==> config.mk <==
export PLATFORM = sky130hd
export DESIGN_NAME = operand_gen
export DESIGN_NICKNAME = d
export VERILOG_FILES = /design/src/rtl/operand_gen_pkg.sv /design/src/rtl/operand_chan.sv /design/src/rtl/operand_gen.sv
export SDC_FILE = /design/constraint.sdc
export NUM_CORES = 1
export LEC_CHECK = 0
export CORE_MARGIN = 5
export CORE_UTILIZATION = 25
export CTS_CLUSTER_DIAMETER = 30
export DETAILED_ROUTE_END_ITERATION = 10
export GPL_TIMING_DRIVEN = 0
export PLACE_DENSITY_LB_ADDON = 0.12
export SYNTH_ARGS = -nofsm -noshare
export SYNTH_HDL_FRONTEND = slang
export SYNTH_SLANG_ARGS = --single-unit
==> constraint.sdc <==
create_clock -name clk -period 3.1 [get_ports clk]
set_input_delay 0.465 -clock clk [delete_from_list [all_inputs] [get_ports clk]]
set_output_delay 0.465 -clock clk [all_outputs]
set_load 0.005 [all_outputs]
==> src/rtl/operand_gen_pkg.sv <==
// rtl/operand_gen_pkg.sv - shared types and the LFSR step function for operand_gen
//
// Contents:
//   state_t     : burst FSM states (ST_IDLE, ST_RUN, ST_DONE)
//   mode_t      : pattern selector (MODE_INCR, MODE_LFSR)
//   LFSR_MAX_W  : widest operand the LFSR helper supports
//   lfsr_step() : one Galois LFSR step on a zero-extended value
package operand_gen_pkg;

    typedef enum logic [1:0] {
        ST_IDLE = 2'd0,
        ST_RUN  = 2'd1,
        ST_DONE = 2'd2
    } state_t;

    typedef enum logic {
        MODE_INCR = 1'b0,
        MODE_LFSR = 1'b1
    } mode_t;

    localparam int LFSR_MAX_W = 64;

    // Shift right; fold the tap mask back in when the bit shifted out was 1.
    // Callers zero-extend narrower operands, so the upper bits stay zero and
    // the truncated result is exactly the DATA_W-bit step.
    function automatic logic [LFSR_MAX_W-1:0] lfsr_step(
        input logic [LFSR_MAX_W-1:0] val,
        input logic [LFSR_MAX_W-1:0] poly
    );
        return (val >> 1) ^ (val[0] ? poly : '0);
    endfunction

endpackage

==> src/rtl/operand_chan.sv <==
// rtl/operand_chan.sv - one operand channel: pattern register, transfer counter, valid/ready hold
//
// Ports:
//   clk, rst   : clock, asynchronous active-high reset
//   load       : start of a burst; loads the seed selected by load_mode
//   load_mode  : pattern mode presented together with load
//   run_mode   : latched pattern mode used while the burst runs
//   len        : latched burst length (words)
//   ready      : sink ready
//   dout/valid : operand and its valid flag (registered)
//   fin        : registered flag, set once len words have transferred
module operand_chan
    import operand_gen_pkg::*;
#(
    parameter int              DATA_W    = 8,
    parameter int              CNT_W     = 16,
    parameter logic [DATA_W-1:0] POLY    = 8'hB8,
    parameter logic [DATA_W-1:0] INCR_SEED = '0,
    parameter logic [DATA_W-1:0] LFSR_SEED = 1,
    parameter bit              INCR_DOWN = 1'b0
) (
    input  logic              clk,
    input  logic              rst,
    input  logic              load,
    input  mode_t             load_mode,
    input  mode_t             run_mode,
    input  logic [CNT_W-1:0]  len,
    input  logic              ready,
    output logic [DATA_W-1:0] dout,
    output logic              valid,
    output logic              fin
);

    logic [CNT_W-1:0]  count;
    logic [CNT_W-1:0]  count_next;
    logic [DATA_W-1:0] word_next;

    assign count_next = count + CNT_W'(1);

    // Channel B counts down so that its word k equals ~k.
    always_comb begin
        word_next = dout;
        if (run_mode == MODE_LFSR)
            word_next = DATA_W'(lfsr_step(LFSR_MAX_W'(dout), LFSR_MAX_W'(POLY)));
        else if (INCR_DOWN)
            word_next = dout - DATA_W'(1);
        else
            word_next = dout + DATA_W'(1);
    end

    always_ff @(posedge clk or posedge rst) begin
        if (rst) begin
            dout  <= '0;
            valid <= 1'b0;
            count <= '0;
            fin   <= 1'b0;
        end else if (load) begin
            dout  <= (load_mode == MODE_LFSR) ? LFSR_SEED : INCR_SEED;
            valid <= 1'b1;
            count <= '0;
            fin   <= 1'b0;
        end else if (valid && ready) begin
            // Word and valid only move on a transfer, so a stalled word holds.
            dout  <= word_next;
            count <= count_next;
            if (count_next == len) begin
                valid <= 1'b0;
                fin   <= 1'b1;
            end
        end
    end

endmodule

==> src/rtl/operand_gen.sv <==
// rtl/operand_gen.sv - two-channel operand burst generator (incrementing or LFSR patterns)
//
// Ports:
//   clk, rst          : clock, asynchronous active-high reset
//   start             : burst request, honoured only in IDLE
//   burst_len, mode   : words per channel and pattern, sampled on an accepted start
//   dout_a/valid_a/ready_a : channel A stream
//   dout_b/valid_b/ready_b : channel B stream
//   busy              : burst in progress
//   done              : one-cycle pulse at burst completion
module operand_gen
    import operand_gen_pkg::*;
#(
    parameter int                DATA_W = 8,
    parameter int                CNT_W  = 16,
    parameter logic [DATA_W-1:0] POLY   = 8'hB8
) (
    input  logic              clk,
    input  logic              rst,
    input  logic              start,
    input  logic [CNT_W-1:0]  burst_len,
    input  logic              mode,
    output logic [DATA_W-1:0] dout_a,
    output logic              valid_a,
    input  logic              ready_a,
    output logic [DATA_W-1:0] dout_b,
    output logic              valid_b,
    input  logic              ready_b,
    output logic              busy,
    output logic              done
);

    state_t           state;
    logic [CNT_W-1:0] cfg_len;
    mode_t            cfg_mode;
    logic             load;
    logic             fin_a;
    logic             fin_b;

    // Channels load on the same edge that the FSM enters RUN, so valid
    // appears in the cycle right after the accepted start.
    assign load = (state == ST_IDLE) && start && (burst_len != '0);

    always_ff @(posedge clk or posedge rst) begin
        if (rst) begin
            state    <= ST_IDLE;
            cfg_len  <= '0;
            cfg_mode <= MODE_INCR;
            busy     <= 1'b0;
            done     <= 1'b0;
        end else begin
            case (state)
                ST_IDLE: begin
                    done <= 1'b0;
                    if (start) begin
                        if (burst_len != '0) begin
                            cfg_len  <= burst_len;
                            cfg_mode <= mode_t'(mode);
                            busy     <= 1'b1;
                            state    <= ST_RUN;
                        end else begin
                            done  <= 1'b1;
                            state <= ST_DONE;
                        end
                    end
                end
                ST_RUN: begin
                    if (fin_a && fin_b) begin
                        busy  <= 1'b0;
                        done  <= 1'b1;
                        state <= ST_DONE;
                    end
                end
                ST_DONE: begin
                    done  <= 1'b0;
                    state <= ST_IDLE;
                end
                default: begin
                    busy  <= 1'b0;
                    done  <= 1'b0;
                    state <= ST_IDLE;
                end
            endcase
        end
    end

    operand_chan #(
        .DATA_W    (DATA_W),
        .CNT_W     (CNT_W),
        .POLY      (POLY),
        .INCR_SEED ('0),
        .LFSR_SEED (DATA_W'(1)),
        .INCR_DOWN (1'b0)
    ) u_chan_a (
        .clk       (clk),
        .rst       (rst),
        .load      (load),
        .load_mode (mode_t'(mode)),
        .run_mode  (cfg_mode),
        .len       (cfg_len),
        .ready     (ready_a),
        .dout      (dout_a),
        .valid     (valid_a),
        .fin       (fin_a)
    );

    operand_chan #(
        .DATA_W    (DATA_W),
        .CNT_W     (CNT_W),
        .POLY      (POLY),
        .INCR_SEED ('1),
        .LFSR_SEED ('1),
        .INCR_DOWN (1'b1)
    ) u_chan_b (
        .clk       (clk),
        .rst       (rst),
        .load      (load),
        .load_mode (mode_t'(mode)),
        .run_mode  (cfg_mode),
        .len       (cfg_len),
        .ready     (ready_b),
        .dout      (dout_b),
        .valid     (valid_b),
        .fin       (fin_b)
    );

endmodule
==> results by group, run 1 <==
Status
  – Status: finished clean

Pwr
  – Leakage: 2.17 nW
  – Final Power: 4.25 mW
  – Power Density: 764 mW/mm^2
  – Max VDD drop: 304 uV

Global routing
  – Gr ovfl total: 0
  – Vias in the first global route: 3984
  – Initial antenna violation count: 0
  – Largest net degree at the start of global routing: 62
  – Global-route wire length before repair: 22300 microns
  – Tot GR Track Use: 0.139

Synthesis
  – Yosys cell types: 56
  – Mean Syn Cell Area: 8.32 sq um
  – Post-synth top area share: 0.405
  – Synth top cells by count: 89 x nand2_1, 73 x dfrtp_1, 69 x nor2_1
  – Synth Register Bits: 73
  – Top post-synthesis cells by area: dfrtp_1 40%, xnor2_1 9.7%, nand2_1 7.4%
  – Synth warn: 0
  – Mapped cell area: 0.00451 sq mm
  – Count leader, synth: nand2_1
  – Seq/Total Area, Yosys: 0.405
  – Dominant synthesized flop cell: dfrtp_1
  – Area leader, netlist: dfrtp_1
  – Syn nets: 568
  – Post-Syn Instances: 542
  – Asr flop ratio synth: 1.00
  – Count of flip-flops with a built-in enable after synthesis: 0

Routing
  – Routed length per placed instance: 16.3 microns
  – Uppermost layer routed: met4
  – Wire length on met2: 6170 microns
  – DR vias/cell: 4.85
  – Pre-antenna DRT Iters: 4
  – Met1 Wirelength: 6500 microns
  – # DRC: 0
  – Via count: 4023
  – DR WL met3: 610 microns
  – Final wirelength: 13500 microns
  – Final ANT Viol Nets: 0
  – Initial drt markers: 249

Flow run
  – Max_cap viols: 0

Setup path
  – CP Capture Type: flip-flop
  – CP Max Fanout: 10
  – R2R Setup Slk: 0.62 ns
  – R2R depth: 7
  – Worst Path Required: 3.29 ns
  – Arr. time, crit path: 3.08 ns
  – R2R Path End: u_chan_b.valid
  – Worst Setup Start Kind: input pin
  – R2R Path Start: u_chan_b.count[1]
  – Setup CP Type: in2reg

STA
  – Max Fclk: 346 MHz
  – Slew HR: 0.345
  – RSZ-0062 raised after global routing: no
  – Final setup fails: 0
  – Worst Skew: 0.00690 ns
  – Final slew viol count: 0
  – Final hold viol count: 0
  – Worst-Margin Slew: 0.979 ns
  – Tcrit/Tclk final: 0.933
  – Final min period: 2.89 ns

Die
  – Effective utilization at floorplan: 0.253
  – I/O pins: 42
  – DIE AREA: 0.0208 sq mm
  – DIE HEIGHT: 144 microns
  – Cell Rows: 49
  – Chip Width: 144 microns
  – Core Area: 0.0178 sq mm

Worst hold path
  – Worst min-delay path category: in2async

Clock network
  – Max Buffers Root-to-Sink: 2
  – Clock root buffer: clkbuf_16
  – Hold buffers post-CTS: 0
  – Post-CTS Resized: 0
  – # clock sinks: 73
  – Clock latency on the worst-skew pair: 0.34 ns
  – CTS buffer count: 9
  – H-tree depth: 3
  – CTS tree: done
  – Post-CTS setup buffers: 0
  – Clk slew on worst S/H paths: 0.06 ns

Placed design
  – Port Buffers: 41
  – Post-DP HPWL: 10100 microns
  – Final GP Congestion: 0.821
  – Placed cell areas: 0.00524 sq mm

Layout
  – Share of layout cells above drive strength 1: 0.0467
  – Ant. Diodes: 0
  – Synth-to-Final Area Change: 23.3%
  – Final Cell Area: 0.00556 sq mm
  – Fin nets: 621
-- power by group --
part | switching [mW] | total, mW | internal [mW]
clock | 0.417 | 1.17 | 0.751
combinational | 0.748 | 1.54 | 0.788
sequential | 0.348 | 1.54 | 1.20
total | 1.51 | 4.25 | 2.73
-- registers in the layout, summed over array words and instances (netlist names) --
name and flops:
cfg_len 16, u_chan_a.count 16, u_chan_b.count 16, u_chan_a.dout 8, u_chan_b.dout 8, state 2, busy 1, cfg_mode 1
done 1, u_chan_a.fin 1, u_chan_a.valid 1, u_chan_b.fin 1, u_chan_b.valid 1
-- layout make-up --
cell class	count	area [sq um]
Inverter	10	40.0
Timing Repair Buffer	42	438
Clock buffer	14	264
Buffer	31	141
Clock inverter	2	60.1
Multi-Input combinational cell	428	2500
Fill cell	1906	12300
Tap cell	229	287
Sequential cell	73	1830
-- layout by cell type (no fill, tap or decap), drive strengths merged, types with 5 or more instances in the layout --
cell | synthesis | final
clkdlybuf4s50 | 0 | 41
o22ai | 5 | 5
a21oi | 21 | 21
nor3 | 21 | 21
nand4 | 9 | 9
xor2 | 26 | 26
nor4 | 13 | 13
clkbuf | 25 | 39
xnor2 | 50 | 50
inv | 9 | 9
o21ai | 23 | 23
o211ai | 5 | 5
nand3 | 25 | 25
or2 | 5 | 5
or3 | 6 | 6
a221oi | 6 | 6
nand2 | 90 | 90
nor2 | 69 | 69
buf | 5 | 6
dfrtp | 73 | 73
-- per-stage QoR --
stage,hold WS (ns),util,setup TNS (ns),cells,worst slack (ns)
4_1_cts,0.386,0.312,0,829,0.230
3_5_place_dp,0.513,0.294,-0.969,813,-0.131
6_report,0.391,0.312,0,829,0.208
2_1_floorplan,0.470,-,0,542,0.782
3_3_place_gp,0.494,0.292,-50.88,812,-0.688
5_1_grt,0.396,0.312,0,829,0.0478
-- routing by layer --
layer,vias to the layer above,GRT usage
met3,14,0.0301
met1,1946,0.193
met5,-,0
met4,0,0.0437
li1,1975,-
met2,88,0.215
-- logic make-up after synthesis --
logic type | after synthesis | synth area share
adders and majority gates | 4 | 0.0111
muxes | 4 | 0.00888
AOI/OAI and AO/OA | 80 | 0.113
DFF | 73 | 0.405
xor gates and xnor gates | 76 | 0.148
buffers and inverters | 41 | 0.0397
and+or+nand+nor | 264 | 0.275
-- worst max-delay path, cell delays in order --
cell	delay (ns)
clkdlybuf4s50_1	0.43
nor4_1	0.52
and4_1	0.38
or4b_2	0.15
clkbuf_1	0.49
clkbuf_1	0.46
o21ai_0	0.19
-- worst max path at each step --
stage | end | depth (start not counted) | slack, ns | from
floorplan | busy | 1 | 0.78 | rst
finish | u_chan_b.dout[2] | 7 | 0.21 | burst_len[12]
detailed placement | u_chan_b.dout[2] | 7 | -0.13 | burst_len[11]
CTS | u_chan_b.dout[2] | 7 | 0.23 | burst_len[11]
global placement | u_chan_b.count[11] | 2 | -0.69 | rst
global route | u_chan_b.dout[2] | 7 | 0.05 | burst_len[11]
No activity file was read; power rests on OpenSTA's default activity.
==> run 2: changes to the inputs <==
==> constraint.sdc (replaced) <==
create_clock -name clk -period 3.7 [get_ports clk]
set_input_delay 0.555 -clock clk [delete_from_list [all_inputs] [get_ports clk]]
set_output_delay 0.555 -clock clk [all_outputs]
set_load 0.005 [all_outputs]
==> results of run 2 <==
The final DEF is identical to that of run 1. Status: finished clean.
Among the figures that moved: setup slack after placement -0.131 ns -> 0.379 ns; setup slack after layout 0.208 ns -> 0.718 ns; hold slack 0.391 ns -> 0.481 ns; register-to-register setup slack 0.62 ns -> 1.22 ns; total power 4.25 mW -> 3.56 mW; worst IR drop on VDD 304 uV -> 254 uV
